`config.mk`:
```
export PLATFORM = sky130hd
export DESIGN_NAME = snake_dir_ctrl
export DESIGN_NICKNAME = d
export VERILOG_FILES = /design/src/rtl/snake_dir_ctrl.sv
export SDC_FILE = /design/constraint.sdc
export NUM_CORES = 1
export LEC_CHECK = 0
export BUFFER_PORTS_ARGS = -buffer_cell sky130_fd_sc_hd__buf_2
export CORE_AREA = 4 4 41 43
export DETAILED_ROUTE_END_ITERATION = 6
export DIE_AREA = 0 0 45 47
export GPL_TIMING_DRIVEN = 0
export PLACE_DENSITY = 0.47
export SLEW_MARGIN = 20
export SYNTH_ARGS = -nofsm -noshare
export SYNTH_HDL_FRONTEND = slang
export SYNTH_SLANG_ARGS = --single-unit
```
`constraint.sdc`:
```
create_clock -name clk -period 1 [get_ports clk]
set_clock_uncertainty 0.05 [all_clocks]
set_input_delay 0 -clock clk [delete_from_list [all_inputs] [get_ports clk]]
set_output_delay 0 -clock clk [all_outputs]
set_load 0.02 [all_outputs]
```
`src/rtl/snake_dir_ctrl.sv`:
```
// Snake heading controller: edge-detects left/right buttons, queues one relative turn, applies it on tick.
// Optional auto-repeat of a held button is compiled in with `define AUTO_REPEAT_EN.
module snake_dir_ctrl #(
  parameter logic [1:0] INIT_DIR   = 2'b01,
  parameter int         REPEAT_CYC = 25000000,
  parameter int         REPEAT_W   = 25
) (
  input  logic       clk,
  input  logic       rst_n,
  input  logic       btn_l,
  input  logic       btn_r,
  input  logic       tick,
  input  logic       enable,
  output logic [1:0] dir,
  output logic       dir_changed,
  output logic       pend_valid
);

  typedef enum logic [1:0] {
    IDLE   = 2'd0,
    PEND_L = 2'd1,
    PEND_R = 2'd2
  } state_t;

  state_t     r_state;
  state_t     w_state_nxt;
  logic [1:0] r_dir;
  logic [1:0] w_dir_nxt;
  logic       r_dir_chg;
  logic       w_dir_chg_nxt;
  logic       r_prev_l;
  logic       r_prev_r;
  logic       w_rise_l;
  logic       w_rise_r;

  if (REPEAT_CYC < 2 || (REPEAT_CYC - 1) >= (1 << REPEAT_W)) begin : g_bad_param
    $error("snake_dir_ctrl: REPEAT_CYC must be >= 2 and fit in REPEAT_W bits");
  end

  always_ff @(posedge clk or negedge rst_n) begin
    if (!rst_n) begin
      r_prev_l <= 1'b0;
      r_prev_r <= 1'b0;
    end else begin
      r_prev_l <= btn_l;
      r_prev_r <= btn_r;
    end
  end

`ifdef AUTO_REPEAT_EN
  localparam logic [REPEAT_W-1:0] REP_MAX = REPEAT_W'(REPEAT_CYC - 1);

  logic [REPEAT_W-1:0] r_rep_cnt;
  logic                r_syn_l;
  logic                r_syn_r;
  logic                w_one_held;

  assign w_one_held = enable & (btn_l ^ btn_r);
  assign w_rise_l   = (btn_l & ~r_prev_l) | r_syn_l;
  assign w_rise_r   = (btn_r & ~r_prev_r) | r_syn_r;

  // Any rise of the held button (real or synthetic) restarts the repeat period.
  always_ff @(posedge clk or negedge rst_n) begin
    if (!rst_n) begin
      r_rep_cnt <= '0;
      r_syn_l   <= 1'b0;
      r_syn_r   <= 1'b0;
    end else begin
      r_syn_l <= 1'b0;
      r_syn_r <= 1'b0;
      if (!w_one_held || (btn_l & w_rise_l) || (btn_r & w_rise_r)) begin
        r_rep_cnt <= '0;
      end else if (r_rep_cnt == REP_MAX) begin
        r_rep_cnt <= '0;
        r_syn_l   <= btn_l;
        r_syn_r   <= btn_r;
      end else begin
        r_rep_cnt <= r_rep_cnt + 1'b1;
      end
    end
  end
`else
  assign w_rise_l = btn_l & ~r_prev_l;
  assign w_rise_r = btn_r & ~r_prev_r;
`endif

  always_ff @(posedge clk or negedge rst_n) begin
    if (!rst_n) begin
      r_state   <= IDLE;
      r_dir     <= INIT_DIR;
      r_dir_chg <= 1'b0;
    end else begin
      r_state   <= w_state_nxt;
      r_dir     <= w_dir_nxt;
      r_dir_chg <= w_dir_chg_nxt;
    end
  end

  // A tick consumes the old turn first; a rise on the same edge then queues for the next tick.
  always_comb begin
    w_state_nxt   = r_state;
    w_dir_nxt     = r_dir;
    w_dir_chg_nxt = 1'b0;
    if (!enable) begin
      w_state_nxt = IDLE;
    end else begin
      if (tick && (r_state != IDLE)) begin
        w_dir_nxt     = (r_state == PEND_L) ? (r_dir - 2'd1) : (r_dir + 2'd1);
        w_dir_chg_nxt = 1'b1;
        w_state_nxt   = IDLE;
      end
      if (w_rise_l && !w_rise_r) begin
        w_state_nxt = PEND_L;
      end else if (w_rise_r && !w_rise_l) begin
        w_state_nxt = PEND_R;
      end
    end
  end

  assign dir         = r_dir;
  assign dir_changed = r_dir_chg;
  assign pend_valid  = (r_state != IDLE);

endmodule

```
==> results.cfg, run 1 <==
[synth]
synth.avg_cell_area_um2 = 12.1
yosys_register_bits = 7
yosysMostFrequentCell = dfrtp_1
synth_nets = 30
synth_ff_type = dfrtp_1
yosys.area.top_type = dfrtp_1
synth_top_area_share_pct = 51.5
yosys_warnings = 0
ys_seq_area_share_pct = 60.5
async_flop_share_pct = 100
synth_cells = 24
ys_top_cells_by_count = 6 x dfrtp_1, 2 x nand2_1, 2 x nand2b_1, 2 x nor2b_1, 2 x xor2_1
synth_area_um2 = 292
synthTopCellsByArea = dfrtp_1 52%, dfstp_2 9.0%, xor2_1 6.0%
synth_cell_types = 15
synth-edff-count = 0

[critical_path]
path_depth = 4
path_delay_family = flip-flops
reg2reg_depth = 4
critical_path.endpoint_type = flop
timing.rr.start = r_state[1]
worst-path-max-fanout = 3
arrival_ns = 1.30
crit_start = r_state[1]
cp-start-kind = flop
slowest_delay_ns = 0.39
slowest_stage = dfrtp_1
critPathKind = reg2reg
crit_required_ns = 1.10
crit_chain = buf_4, nor2b_4, maj3_2, and2_1
timing.critical_path.buf_inv = 1

[clock_tree]
htreeDepth = 1
cts_buffers = 3
clk_pin_slew_worst_paths_ns = 0.05
cts-root-buf = clkbuf_4
clk_path_buf_depth = 2
clock_sink_count = 7
clk-insertion-delay-late_ns = 0.26
cts_tree = yes

[global_route]
antenna_found_initial = 0
track_usage_pct = 8.82
grt_pass1_wl_mm = 1.23
grt_pass1_vias = 284
grt_start_max_net_pins = 8
overflow = 0

[cells_and_area]
area_delta_synth_final_pct = 73.4
nNetsFinal = 52
fin_cells = 60
fillers = 137
antennaDiodeCount = 0
drive_gt1_share_pct = 57.8
fin_area_um2 = 505

[floorplan]
coreArea_um2 = 1300
start_util_pct = 22.4
row_count = 13
fp.dieW_um = 45
io_pins = 10
die_area_um2 = 2120
fp.dieH_um = 47

[place]
gp_congestion = 0.635
place_hpwl_um = 434
dp.cells = 48
io_buffer_count = 9
post_dp_cell_area_um2 = 363

[sta]
setup_viol = 6
rsz0062_at_grt = true
drv_slew = 0
hold_viol_final = 0
worstMarginPinSlew_ns = 0.175
slew_headroom_pct = 88.3
max_freq_mhz = 830
min_period_ns = 1.21
hold_ws_ns = 0.0564
period_share_pct = 121
fin_ws_ns = -0.206

[detailed_routing]
antenna_left = 0
viasPerCell = 4.12
num_vias = 247
drt_iter0_markers = 2
dr.pass1.iters = 2
wl_per_cell_um = 11.7
post-route-drc-count = 0
wirelength_um = 703

[pwr]
power-per-cell-area_nw_per_um2 = 1950
irDropWorstVdd_v = 0.000833
p_leak_uw = 0.000244

[outcome]
violations = negative setup slack
status = finished with violations

[run]
cap_violations = 0

[hold_path]
hp-class = in2async
==> layout by cell type (no fill, tap or decap) <==
cell,netlist,routed
clkbuf_4,0,3
maj3_2,0,1
or2_4,0,1
a21oi_2,1,2
buf_6,0,3
nand2b_1,2,1
dfrtp_1,6,6
nor2_1,1,1
and2_1,1,1
buf_4,0,3
clkbuf_1,0,1
nand2b_4,0,1
dfstp_2,1,1
or3b_4,0,1
xor2_1,2,2
o21a_1,1,1
buf_2,0,7
dlygate4sd3_1,0,4
nor2b_4,0,3
nand2_1,2,2
==> registers in the layout, summed over array words and instances (netlist names) <==
register     flops
dir              2
r_state          2
dir_changed      1
r_prev_l         1
r_prev_r         1
==> area by class of cell <==
cell class	count	area, um^2	area share [%]
multi-input combinational	17	153	30.2
timing repair buffer	17	131	26.0
clock buffer	4	26.3	5.20
sequential	7	176	34.9
tap	15	18.8	3.71
==> path summary, 6_finish.rpt <==
check | endpoint | slack, ns
setup reg to reg | r_state[1] | -0.21
max in group asynchronous | dir[0] | 0.61
hold reg to reg | dir[1] | 0.41
min in group clk | dir_changed | 0.07
hold / removal | dir[1] | 0.06
setup / recovery | r_state[1] | -0.21
==> metal layers <==
metal,GRT usage [%],wire length (um)
met1,8.56,266
met2,14.1,357
met3,6.90,70
met4,3.51,9
met5,0,0
==> power breakdown <==
part | internal [uW] | switching (uW) | total (uW)
Sequential | 349 | 31.6 | 381
Clock | 153 | 111 | 264
Combinational | 188 | 151 | 339
Total | 690 | 294 | 984
==> per-stage QoR <==
stage	setup TNS, ns	total power (uW)	setup WS (ns)	util [%]
floorplan	-0.348	504	-0.150	-
global placement	-0.379	574	-0.189	27.9
detailed placement	-0.452	584	-0.215	27.9
CTS	-0.793	979	-0.209	36.8
global route	-1.14	1060	-0.246	38.8
finish	-0.856	984	-0.206	38.8
==> cell families (layout without fill, tap and decap cells) <==
group,count (synthesis),after routing,share of synthesized area (%)
flip-flops,7,7,60.5
AND/OR/NAND/NOR,11,11,22.7
adder cells (fa/ha/maj),1,1,3.43
AO/OA/AOI/OAI,3,3,7.30
buffers and inverters,0,21,0
XOR/XNOR,2,2,6.01
==> what timing repair did <==
action | 4_1_cts | 5_1_grt
setup endpoints to repair | 6 | 7
resized for setup | 8 | 5
hold buffers | 4 | 0
hold endpoints to repair | 11 | 0
pin swaps | 5 | 3
buffers inserted | 3 | 1
gates cloned | 0 | 0
No activity file was read; power rests on OpenSTA's default activity.
==> run 2, diff against run 1 <==
CTS_BUF_LIST = sky130_fd_sc_hd__clkbuf_16   (was not set)
PLACE_DENSITY = not set   (was 0.47)
==> run 2 against run 1 <==
The flow still finishes with violations (negative setup slack). Count of clock-buffer cells in the layout down 1. Register-to-register slack better by 0.03 ns. Clock power rose to 2.5 times the previous value. Largest power group is now the clock network. Die area unchanged. First-iteration DRC count down 50%. Critical path type unchanged. Highest routed layer is now met3.
==> results.cfg, run 2 (same netlist as run 1, synthesis figures left out) <==
[pwr]
irDropWorstVdd_v = 0.00164
p_leak_uw = 0.000246
power-per-cell-area_nw_per_um2 = 2570

[outcome]
violations = negative setup slack
status = finished with violations

[floorplan]
die_area_um2 = 2120
coreArea_um2 = 1300
fp.dieH_um = 47
io_pins = 10
fp.dieW_um = 45
start_util_pct = 22.4
row_count = 13

[global_route]
overflow = 0
grt_pass1_vias = 253
antenna_found_initial = 0
grt_start_max_net_pins = 8
grt_pass1_wl_mm = 1.03
track_usage_pct = 7.48

[sta]
setup_viol = 4
slew_headroom_pct = 88.6
fin_ws_ns = -0.177
rsz0062_at_grt = true
max_freq_mhz = 850
drv_slew = 0
hold_ws_ns = 0.0857
period_share_pct = 118
setup_tns_ns = -0.441
min_period_ns = 1.18
hold_viol_final = 0
worstMarginPinSlew_ns = 0.171

[cells_and_area]
area_delta_synth_final_pct = 75.5
final_common_cell = buf_2
fin_cells = 57
antennaDiodeCount = 0
multi_input_area_um2 = 136
fillers = 131
final_cell_mix = 7 x buf_2, 6 x dfrtp_1, 4 x dlygate4sd3_1, 3 x clkbuf_16
regArea_um2 = 176
nNetsFinal = 49
drive_gt1_share_pct = 50.0

[clock_tree]
clk-insertion-delay-late_ns = 0.23
cts_buffers = 3
cts_tree = yes
cts-root-buf = clkbuf_16
htreeDepth = 1
clock_sink_count = 7
clk_pin_slew_worst_paths_ns = 0.04
clk_path_buf_depth = 2

[critical_path]
critical_path.endpoint_type = flop
worst-path-max-fanout = 4
timing.rr.start = r_state[1]
cp-start-kind = flop
crit_required_ns = 1.10
arrival_ns = 1.28
rrSetupSlack_ns = -0.18
critPathKind = reg2reg
timing.rr.end = dir[1]
crit_start = r_state[1]
reg2reg_depth = 3

[detailed_routing]
antenna_left = 0
dr.pass1.iters = 2
wirelength_um = 666
drt_iter0_markers = 1
post-route-drc-count = 0
wl_per_cell_um = 11.7
num_vias = 240
viasPerCell = 4.21

[place]
preCtsSetupSlack_ns = -0.193
io_buffer_count = 9
dp.cells = 48
gp_congestion = 0.695

[run]
cap_violations = 0

[hold_path]
hp-class = in2async
-- run 2: power by group --
group | switching (uW) | leakage, uW | internal, uW | total, uW
combinational | 131 | 0.000117 | 126 | 257
clock | 149 | 0.0000423 | 520 | 669
sequential | 37.3 | 0.0000866 | 351 | 388
total | 317 | 0.000246 | 997 | 1310
-- run 2: worst max-delay path by stage --
stage / slack, ns / end / depth (start not counted)
final: -0.18 / dir[1] / 3
after global routing: -0.22 / dir[1] / 3
after CTS: -0.19 / dir[1] / 3
after detailed placement: -0.19 / dir[1] / 3
after global placement: -0.17 / dir[1] / 3
after floorplan: -0.15 / dir[1] / 3
-- run 2: repair_timing --
item                                   in CTS  in global routing
pin swaps                                   5                  2
hold buffers                                4                  0
endpoints found under the hold margin      11                  0
setup endpoints to repair                   5                  6
buffers inserted                            0                  1
gates resized for setup                     4                  3
-- run 2: metrics by stage --
step / util, % / total power (uW) / instance area [um^2]
floorplan: - / 504 / 299
global placement: 27.9 / 576 / 363
detailed placement: 27.9 / 584 / 363
CTS: 37.8 / 1300 / 492
global route: 39.3 / 1370 / 512
finish: 39.3 / 1310 / 512
-- run 2: worst max-delay path: stages, from the launching register on --
cell	delay, ns
dfrtp_1	0.39
or3b_1	0.37
a21oi_2	0.15
xor2_1	0.14
-- run 2: metal layers --
layer	up-vias	wire length, um	GRT usage, %
met5	-	0	0
met4	0	0	1.75
met3	0	80	6.90
met2	12	321	12.1
met1	115	264	6.96
li1	113	-	-
-- run 2: final cells by class --
cell class | instances | area share [%]
clock buffer | 3 | 14.7
clock inverter | 1 | 0.733
multi-input combinational | 17 | 26.7
sequential | 7 | 34.5
tap | 15 | 3.67
timing repair buffer | 14 | 19.8
